[config.mk]
export PLATFORM = sky130hd
export DESIGN_NAME = a2_to_magnitude
export DESIGN_NICKNAME = d
export VERILOG_FILES = /design/src/rtl/Pkg_A2_Magnitude.sv /design/src/rtl/Pkg_Global.sv /design/src/rtl/a2_abs.sv /design/src/rtl/a2_to_magnitude.sv
export SDC_FILE = /design/constraint.sdc
export NUM_CORES = 1
export LEC_CHECK = 0
export BUFFER_PORTS_ARGS = -buffer_cell sky130_fd_sc_hd__buf_2
export CORE_MARGIN = 1.5
export CORE_UTILIZATION = 49
export CTS_BUF_LIST = sky130_fd_sc_hd__clkbuf_8
export DETAILED_ROUTE_END_ITERATION = 8
export MAX_ROUTING_LAYER = met4
export PLACE_DENSITY = 0.85
export SYNTH_ARGS = -nofsm -noshare
export SYNTH_HDL_FRONTEND = slang
export SYNTH_SLANG_ARGS = --single-unit
[constraint.sdc]
create_clock -name clk -period 2.2 [get_ports clk]
set_input_delay 0.66 -clock clk [delete_from_list [all_inputs] [get_ports clk]]
set_output_delay 0.66 -clock clk [all_outputs]
set_load 0.01 [all_outputs]
[src/rtl/Pkg_A2_Magnitude.sv]
// Types local to the a2_to_magnitude input-conditioning stage.
//   a2m_state_e : controller states, 2-bit encoded
package Pkg_A2_Magnitude;

  typedef enum logic [1:0] {
    S_IDLE     = 2'd0,
    S_CONV_MPR = 2'd1,
    S_CONV_MCD = 2'd2,
    S_VALID    = 2'd3
  } a2m_state_e;

endpackage

[src/rtl/Pkg_Global.sv]
// Codebase-wide constants shared by the signed sequential multiplier blocks.
//   DW      : operand width
//   DW_2    : product width (2*DW)
//   ONE/ZERO: single-bit constants
//   BIT_ONE : DW-bit value one (used by two's-complement negation)
//   MIN_NEG : most negative DW-bit two's-complement value (1 followed by zeros)
package Pkg_Global;

  localparam int unsigned DW   = 8;
  localparam int unsigned DW_2 = 2 * DW;

  localparam logic ONE  = 1'b1;
  localparam logic ZERO = 1'b0;

  localparam logic [DW-1:0] BIT_ONE = {{(DW-1){1'b0}}, 1'b1};
  localparam logic [DW-1:0] MIN_NEG = {1'b1, {(DW-1){1'b0}}};

endpackage

[src/rtl/a2_abs.sv]
// Combinational two's-complement absolute value.
//   operand   in  DW : signed operand
//   magnitude out DW : |operand| as unsigned (most negative value maps to 2^(DW-1))
//   is_min    out 1  : operand is the most negative representable value
module a2_abs #(
  parameter int unsigned DW = Pkg_Global::DW
) (
  input  logic [DW-1:0] operand,
  output logic [DW-1:0] magnitude,
  output logic          is_min
);

  localparam logic [DW-1:0] ONE_VAL = {{(DW-1){1'b0}}, 1'b1};
  localparam logic [DW-1:0] MIN_VAL = {1'b1, {(DW-1){1'b0}}};

  always_comb begin
    magnitude = operand;
    if (operand[DW-1]) begin
      magnitude = ~operand + ONE_VAL;
    end
    is_min = (operand == MIN_VAL);
  end

endmodule

[src/rtl/a2_to_magnitude.sv]
// Registered input-conditioning stage for the signed sequential multiplier.
// Captures two two's-complement operands on start/ready, converts each to
// magnitude through one shared abs unit (one cycle per operand), then presents
// the result on valid/ack.
//   clk, rst          : clock, synchronous active-high reset
//   start / ready     : operand capture handshake
//   multiplier        : signed operand (DW)
//   multiplicand      : signed operand (DW)
//   valid / ack       : result handshake
//   multiplier_mag    : |multiplier|
//   multiplicand_mag  : |multiplicand|
//   multiplier_msb    : captured sign bit of multiplier
//   multiplicand_msb  : captured sign bit of multiplicand
//   sign              : product sign (XOR of the MSBs)
//   min_flag          : an operand was the most negative value
module a2_to_magnitude
  import Pkg_A2_Magnitude::*;
#(
  parameter int unsigned DW = Pkg_Global::DW
) (
  input  logic          clk,
  input  logic          rst,
  input  logic          start,
  input  logic [DW-1:0] multiplier,
  input  logic [DW-1:0] multiplicand,
  output logic          ready,
  output logic          valid,
  input  logic          ack,
  output logic [DW-1:0] multiplier_mag,
  output logic [DW-1:0] multiplicand_mag,
  output logic          multiplier_msb,
  output logic          multiplicand_msb,
  output logic          sign,
  output logic          min_flag
);

  a2m_state_e    state;
  logic [DW-1:0] mpr_reg;
  logic [DW-1:0] mcd_reg;
  logic [DW-1:0] abs_in;
  logic [DW-1:0] abs_mag;
  logic          abs_is_min;

  // Single abs unit shared between the two conversion cycles.
  always_comb begin
    abs_in = mcd_reg;
    if (state == S_CONV_MPR) begin
      abs_in = mpr_reg;
    end
  end

  a2_abs #(
    .DW(DW)
  ) u_abs (
    .operand  (abs_in),
    .magnitude(abs_mag),
    .is_min   (abs_is_min)
  );

  always_ff @(posedge clk) begin
    if (rst) begin
      state            <= S_IDLE;
      mpr_reg          <= '0;
      mcd_reg          <= '0;
      multiplier_mag   <= '0;
      multiplicand_mag <= '0;
      multiplier_msb   <= 1'b0;
      multiplicand_msb <= 1'b0;
      min_flag         <= 1'b0;
    end else begin
      case (state)
        S_IDLE: begin
          if (start) begin
            mpr_reg          <= multiplier;
            mcd_reg          <= multiplicand;
            multiplier_msb   <= multiplier[DW-1];
            multiplicand_msb <= multiplicand[DW-1];
            multiplier_mag   <= '0;
            multiplicand_mag <= '0;
            min_flag         <= 1'b0;
            state            <= S_CONV_MPR;
          end
        end
        S_CONV_MPR: begin
          multiplier_mag <= abs_mag;
          min_flag       <= abs_is_min;
          state          <= S_CONV_MCD;
        end
        S_CONV_MCD: begin
          multiplicand_mag <= abs_mag;
          min_flag         <= min_flag | abs_is_min;
          state            <= S_VALID;
        end
        S_VALID: begin
          if (ack) begin
            state <= S_IDLE;
          end
        end
        default: state <= S_IDLE;
      endcase
    end
  end

  // ready is held low while reset is applied so no start is advertised then.
  assign ready = (state == S_IDLE) && !rst;
  assign valid = (state == S_VALID);
  assign sign  = multiplier_msb ^ multiplicand_msb;

endmodule
# Yosys cells after proc, flatten, opt, wreduce, memory -nomap -nowiden
# Cells that the tools add are included.
[totals]
wordCells = 39
mem_bits_rw = 0
in_bits = 20
romBits = 0
regBits = 37
latch_bits = 0
out_inout_bits = 22
memories = 0
[op_classes]
reduce_logical = 11
n_div = 0
n_shift = 0
n_eq_ne = 6
n_mux = 10
bitwise = 3
order_cmp = 0
multipliers = 0
add_sub_neg = 1
[ops]
columns = ["cell", "n"]
rows = [
  ["8-bit case mux with 2 select lines", 2],
  ["8-bit 2-to-1 mux", 3],
  ["2-bit AND reduction", 5],
  ["8-bit by 1-bit adder with 8-bit output, second input constant", 1],
  ["8-bit equality test, second input constant", 1],
  ["8-bit inverter", 1],
  ["2-bit case mux with 4 select lines", 1],
  ["2-bit equality test, second input constant", 2],
  ["2-bit 2-to-1 mux", 2],
  ["2-bit nonzero test", 2],
  ["1-bit case mux with 3 select lines", 1],
  ["3-bit nonzero test", 1],
  ["2-bit by 1-bit equality test with 1-bit output, second input constant", 1],
  ["2-bit logical NOT", 1],
  ["2-bit by 1-bit inequality test with 1-bit output, second input constant", 1],
  ["2-bit inequality test, second input constant", 1],
  ["1-bit logical AND", 1],
  ["1-bit logical NOT", 1],
  ["1-bit 2-to-1 mux", 1],
  ["1-bit bitwise OR", 1],
  ["1-bit XOR", 1],
]

# Logic depth before layout (Yosys ltp)
# Gate-level depths: netlist (run 1).
[logic_depth]
ltp_word = 6
depth_mapped = 10
ltp_nobuf = 8

# Hierarchy
# A second synthesis (run 1) with hierarchy kept.
[hier_totals]
hier_cells = 204
hier_area_um2 = 1671.6
[by_module_without_submodules]
columns = ["mod", "area_per_inst_um2", "instances", "cells_each", "seq_area_each_um2"]
rows = [
  ["a2_to_magnitude", 1517.7, 1, 182, 700.7],
  ["a2_abs", 153.9, 1, 22, 0.0],
]

# Worst setup path before layout (run 1)
# OpenSTA, ideal clock, no wires.
[synth_path]
kind = "register to register"
startpoint = "register state[1]"
endpoint = "register min_flag"
setup_time_ns = 0.071
stages_incl_launch_ff = 11
path_slack_ns = -0.004
required_time_ns = 2.129
t_arrival_ns = 2.133
path_buffers = 2
path_cell_list = "dfxtp_1 -> inv_1 -> ha_1 -> buf_6 -> buf_6 -> mux2i_1 -> ha_1 -> nor4b_4 -> o22ai_1 -> or4_1 -> a21oi_1"
[synth_between]
elab_chain_len = 5
[synth_lines]
columns = ["item", "line", "source"]
rows = [
  ["start: declaration", "a2_to_magnitude.sv:37", "a2m_state_e state;"],
  ["start signal: assignment", "a2_to_magnitude.sv:62", "state <= S_IDLE;"],
  ["start signal: assignment", "a2_to_magnitude.sv:81", "state <= S_CONV_MPR;"],
  ["start signal: assignment", "a2_to_magnitude.sv:87", "state <= S_CONV_MCD;"],
  ["2-bit by 1-bit equality test with 1-bit output", "a2_to_magnitude.sv:47, a2_to_magnitude.sv:71", ""],
  ["8-bit 2-to-1 mux", "a2_to_magnitude.sv:47", "if (state == S_CONV_MPR) begin"],
  ["8-bit equality test", "a2_abs.sv:21", "is_min = (operand == MIN_VAL);"],
  ["1-bit bitwise OR", "a2_to_magnitude.sv:91", "min_flag <= min_flag | abs_is_min;"],
  ["1-bit case mux with 3 select lines", "a2_to_magnitude.sv:71", "case (state)"],
  ["end signal: assignment", "a2_to_magnitude.sv:86", "min_flag <= abs_is_min;"],
  ["end signal: assignment", "a2_to_magnitude.sv:91", ""],
  ["end: declaration", "a2_to_magnitude.sv:34", "output logic min_flag"],
]
# Parallel ways exist; a longest one is shown, timed or not.
# A chain may end at the register's enable or synchronous reset.

# Worst setup path after layout (run 1)
# Ends and elaborated chain as after synthesis.

==> results of run 1 <==
==> per-stage QoR <==
| step | setup TNS (ns) | worst slack, ns | cell area [um^2] |
|---|---|---|---|
| after floorplan | 0 | 0.000671 | 1690 |
| after global placement | 0 | 0.127 | 1930 |
| after detailed placement | 0 | 0.0604 | 1930 |
| after CTS | 0 | 0.0335 | 2020 |
| after global routing | -0.0149 | -0.0149 | 2040 |
| final | 0 | 0.118 | 2040 |
==> critical path, stage by stage (launching register included) <==
cell and delay (ns):
dfxtp_1 0.33, inv_2 0.10, ha_4 0.16, mux2i_1 0.23
ha_2 0.22, and4bb_1 0.24, o22ai_2 0.11, or4_1 0.50
a21oi_1 0.13
==> power by group through the flow <==
stage / Sequential [mW] / Combinational (mW) / Clock [mW]
floorplan: 0.835 / 0.771 / 0
global placement: 0.832 / 0.958 / 0
detailed placement: 0.839 / 0.986 / 0
CTS: 0.824 / 0.991 / 0.457
global route: 0.849 / 1.17 / 0.484
finish: 0.833 / 1.04 / 0.447
==> layer usage <==
| layer | GRT usage | vias to the layer above | share of wire |
|---|---|---|---|
| li1 | - | 773 | - |
| met1 | 0.264 | 670 | 0.47 |
| met2 | 0.311 | 40 | 0.46 |
| met3 | 0.0630 | 8 | 0.043 |
| met4 | 0.116 | 0 | 0.024 |
| met5 | - | - | 0 |
==> cell families after synthesis <==
group,Yosys count,share of synthesized area
and+or+nand+nor,84,0.255
AOI/OAI and AO/OA,48,0.178
DFF,35,0.416
buffers and inverters,15,0.0438
muxes,7,0.0445
xor gates and xnor gates,5,0.0260
adders and majority gates,5,0.0371
==> layout by cell type (no fill, tap or decap), types with 2 or more instances in the layout <==
cell,instances
o21ai_1,4
o31ai_1,2
nor3_2,2
nand2b_1,3
and2_1,5
a2bb2oi_1,2
xor2_1,4
buf_4,5
inv_1,5
clkbuf_8,5
nor3b_1,3
dfxtp_1,34
mux2i_2,2
mux2i_1,4
o21ai_0,5
nor2_1,9
ha_1,3
a22o_1,5
nor3_1,5
nor2b_1,5
buf_2,41
a211oi_1,2
a21oi_1,22
nand2_1,44
==> synth_stat cells, drive strengths merged, types with 2 or more instances <==
master    n
a21oi    22
clkbuf    4
mux2i     6
buf       6
xor2      4
o31ai     2
inv       5
nand2b    3
and2      6
nor3      7
nor3b     4
a211oi    2
o21ai     9
a22o      5
nor2      9
nor2b     5
nand2    44
dfxtp    35
ha        5
a2bb2oi   2
==> final cells by class <==
class	instances	area, um^2	share of cell area
clock inverters	3	16.3	0.00797
well taps	46	57.6	0.0282
repair buffers	46	243	0.119
inverters	5	18.8	0.00919
flip-flops and latches	35	702	0.344
clock buffers	5	68.8	0.0337
multi-input cells	149	936	0.458
==> worst max path at each step <==
stage / end / slack, ns / cells after the start
floorplan: min_flag / 0.0007 / 10
global placement: min_flag / 0.13 / 8
detailed placement: min_flag / 0.06 / 8
CTS: min_flag / 0.03 / 8
global route: min_flag / -0.01 / 8
finish: min_flag / 0.12 / 8
==> run_results.csv, run 1 <==
group,metric,value,unit
synth,ys_warn_count,0,
routing,drt-initial-drc-count,52,
layout,drive_gt1_frac,0.276,
global_routing,gr-total-overflow,0,
synth,ys_ff_latch,35,
critical_path,cp-start-kind,"flip-flop",
routing,ant_nets,0,
critical_path,critical_path_class,"flip-flop to flip-flop",
layout,top_regs,"multiplicand_mag: 8 flops, multiplier_mag: 8 flops",
pwr,p_int,1.38,mW
timing,hold_viol,0,
synth,synth-edff-count,0,
clock_network,clockBufferDepth,2,
critical_path,rr_worst_depth,8,
clock_network,cts_max_level,2,
synth,postSynthAreaPerCell,8.47,um^2
routing,dr.pass1.iters,4,
flow_run,max_cap_viol_count,0,
run_status,outcome,"complete, no violations",
placed_design,dpl.cell_count,281,
floorplanning,core.rowCount,21,
critical_path,crit_start,"state[1]",
timing,report.final.slew_viol_count,0,
layout,finalNetCount,267,
clock_network,cts_resized,0,
pwr,p_per_area,1130,nW/um^2
routing,dr_total_vias,1491,
layout,area_delta_synth_final,21.2,%
clock_network,postCtsSetupRepairBufs,0,
critical_path,worstPathRequired,2.43,ns
critical_path,cp-end-kind,"flip-flop",
timing,tightest_slew,0.505,ns
pwr,p_comb_frac,0.448,
layout,num-fill-cells,292,
timing,whs,0.451,ns
synth,synth_top_area_share,0.416,
pwr,p_leak,0.876,nW
layout,diodes,0,
critical_path,r2r_slack,0.12,ns
pwr,ir_worst_vdd,0.000454,V
clock_network,cts_tree,"yes",
clock_network,path_clk_slew,0.07,ns
critical_path,rr_startpoint,"state[1]",
pwr,p_clk_frac,0.193,
routing,wl,3610,um
critical_path,cp.arrival,2.31,ns
worst_hold_path,hold_depth,2,
placed_design,portBuffers,41,
floorplanning,fp.coreArea,3310,um^2
global_routing,grt_pass1_vias,1270,
synth,yosys_most_used_dff,"dfxtp_1",
synth,ys_types,41,
layout,layoutNonFillerInstCount,289,
global_routing,grt_antenna_before_repair,0,
clock_network,cts_root_buffer,"clkbuf_8",
synth,synth.yosys.seq_area_share,0.416,
timing,slew_headroom,0.662,
synth,yosys.area.top_type,"dfxtp_1",
synth,synthArstFlopShare,0,
routing,routed_via_density,5.16,
worst_hold_path,hold_start,"multiplier_mag[2]",
placed_design,dp_hpwl,2640,um
clock_network,cts_buffers,5,
worst_hold_path,hold_end,"multiplier_mag[2]",
critical_path,r2r_end,"min_flag",
pwr,p_sw,0.934,mW
critical_path,worst-path-max-fanout,3,
synth,synth_nets,224,
clock_network,cts.sinks,35,
placed_design,place_congestion,0.883,
floorplanning,die_area,3800,um^2
timing,period_minus_slack,2.08,ns
synth,synthTopCellsByArea,"dfxtp_1, nand2_1, a21oi_1",
timing,skew,0.00641,ns
routing,post-route-drc-count,0,
synth,syn_area,1690,um^2
floorplanning,die_h,61.6,um
pwr,total_power,2.32,mW
routing,wl_per_cell,12.5,um
global_routing,grt_pass1_wl,5620,um
floorplanning,io_pins,42,
layout,fin_util,0.617,
timing,fmax,480,MHz
synth,synthCells,199,
worst_hold_path,min_path_type,"flip-flop to flip-flop",
clock_network,cts_hold_buffers,0,
clock_network,clock_latency,0.29,ns
global_routing,grt_start_max_net_pins,24,
pwr,p_seq_frac,0.360,
timing,setup_viol,0,
pwr,swShare,0.403,
global_routing,grt_usage,0.214,
floorplanning,initial_core_util,0.509,
timing,min_period_over_period,0.946,
floorplanning,die_x,61.6,um
No activity file was read; power rests on OpenSTA's default activity.
==> run 2: changes to the inputs <==
Settings changed: BUFFER_PORTS_ARGS -buffer_cell sky130_fd_sc_hd__buf_2 to default, CORE_UTILIZATION 49 to 55, CTS_BUF_LIST sky130_fd_sc_hd__clkbuf_8 to sky130_fd_sc_hd__clkbuf_4, DONT_BUFFER_PORTS from default to 1, PLACE_DENSITY 0.85 to 0.81.
==> run_results.csv, run 2 (synthesized netlist as in run 1, its figures left out) <==
group,metric,value,unit
critical_path,cp_top_family,"simple AND/OR/NAND/NOR gates",
clock_network,clock_latency,0.33,ns
critical_path,crit_chain,"inv_2 -> ha_4 -> mux2i_4 -> ha_2 -> nor4b_4 -> o22ai_2 -> or4_4 -> a21oi_2",
routing,wl_per_cell,15.9,um
floorplanning,fp.coreArea,2830,um^2
clock_network,cts_max_level,2,
layout,finalNetCount,229,
critical_path,rr_startpoint,"state[1]",
critical_path,worstPathRequired,2.47,ns
timing,fmax,484,MHz
flow_run,max_cap_viol_count,0,
clock_network,clockBufferDepth,2,
layout,top_regs,"multiplicand_mag: 8 flops, multiplier_mag: 8 flops",
routing,drt-initial-drc-count,22,
critical_path,cp-start-kind,"flip-flop",
clock_network,cts.sinks,35,
timing,setup_viol,0,
critical_path,max_stage_delay,0.42,ns
pwr,p_per_area,1270,nW/um^2
worst_hold_path,min_path_type,"input port to flip-flop",
floorplanning,die_x,58.4,um
routing,routed_via_density,5.96,
layout,diodes,0,
layout,layoutNonFillerInstCount,235,
layout,area_delta_synth_final,10.5,%
placed_design,dpl.cell_count,225,
critical_path,cp-end-kind,"flip-flop",
pwr,ir_worst_vdd,0.000607,V
routing,ant_nets,0,
floorplanning,die_area,3410,um^2
floorplanning,core.rowCount,19,
placed_design,place_congestion,0.911,
floorplanning,initial_core_util,0.596,
worst_hold_path,hold_end,"state[1]",
timing,report.final.slew_viol_count,0,
clock_network,cts_buffers,5,
critical_path,critical_path_class,"flip-flop to flip-flop",
routing,dr_total_vias,1401,
critical_path,rr_worst_depth,8,
placed_design,place_ws,-0.0264,ns
timing,rsz0062_at_grt,"no",
placed_design,portBuffers,0,
routing,dr.pass1.iters,4,
timing,fin_ws,0.133,ns
layout,layout_commonest_cell,"nand2_1",
run_status,outcome,"complete, no violations",
critical_path,critPathBufInv,1,
global_routing,grt_pass1_vias,1310,
pwr,total_power,2.37,mW
worst_hold_path,hold_depth,1,
routing,post-route-drc-count,0,
floorplanning,die_h,58.4,um
timing,setup-tns-final,0,ns
layout,drive_gt1_frac,0.162,
clock_network,cts_root_buffer,"clkbuf_4",
timing,period_minus_slack,2.07,ns
placed_design,dp_hpwl,2730,um
critical_path,crit_path_top_delay_cell,"or4_4",
routing,wl,3740,um
global_routing,grt_antenna_before_repair,0,
clock_network,path_clk_slew,0.09,ns
layout,fin_util,0.659,
timing,min_period_over_period,0.939,
floorplanning,io_pins,42,
layout,num-fill-cells,244,
clock_network,cts_tree,"yes",
global_routing,grt_usage,0.239,
global_routing,grt_pass1_wl,5890,um
timing,hold_viol,0,
global_routing,grt_start_max_net_pins,29,
worst_hold_path,hold_start,"rst",
timing,skew,0.00128,ns
timing,tightest_slew,0.470,ns
layout,most-common-layout-cells,"nand2_1, dfxtp_1, a21oi_1, nor2_1, buf_4",
critical_path,r2r_slack,0.13,ns
critical_path,worst-path-max-fanout,3,
critical_path,cp.arrival,2.34,ns
critical_path,r2r_end,"min_flag",
global_routing,gr-total-overflow,0,
timing,slew_headroom,0.686,
pwr,p_leak,0.697,nW
run 2: area by class of cell:
cell class / count / area, um^2 / area share
Inverter: 5 / 18.8 / 0.0101
Timing Repair Buffer: 8 / 60.1 / 0.0322
Clock buffer: 6 / 45.0 / 0.0242
Tap cell: 31 / 38.8 / 0.0208
Clock inverter: 1 / 30.0 / 0.0161
Sequential cell: 35 / 706 / 0.379
Multi-Input combinational cell: 149 / 965 / 0.518
run 2: repair_timing:
action                     CTS  global route
setup endpoints to repair    1             1
gates cloned                 0             0
pin swaps                    0             3
setup buffers                0             3
hold buffers                 0             0
gates resized for setup      3            10
run 2: layer usage:
layer | vias up | share of wire | GRT usage
li1 | 698 | - | -
met1 | 650 | 0.43 | 0.257
met2 | 44 | 0.49 | 0.384
met3 | 9 | 0.059 | 0.0857
met4 | 0 | 0.024 | 0.126
met5 | - | 0 | -
run 2: where the power goes:
part / internal, mW / total [mW] / switching, mW
Combinational: 0.451 / 1.06 / 0.609
Clock: 0.246 / 0.444 / 0.197
Sequential: 0.741 / 0.866 / 0.126
Total: 1.44 / 2.37 / 0.932
run 2: metrics by stage:
step	instance area, um^2	hold WS, ns
after floorplan	1690	0.436
final	1860	0.381
after global routing	1860	0.355
after CTS	1800	0.371
after detailed placement	1710	0.460
after global placement	1710	0.440
run 2: worst max path at each step:
stage	start	to	slack, ns	cells after the start
floorplan	state[1]	min_flag	0.0007	10
global placement	state[1]	min_flag	0.08	8
detailed placement	state[1]	min_flag	-0.03	8
CTS	state[1]	min_flag	0.03	8
global route	state[1]	min_flag	0.003	8
finish	state[1]	min_flag	0.13	8
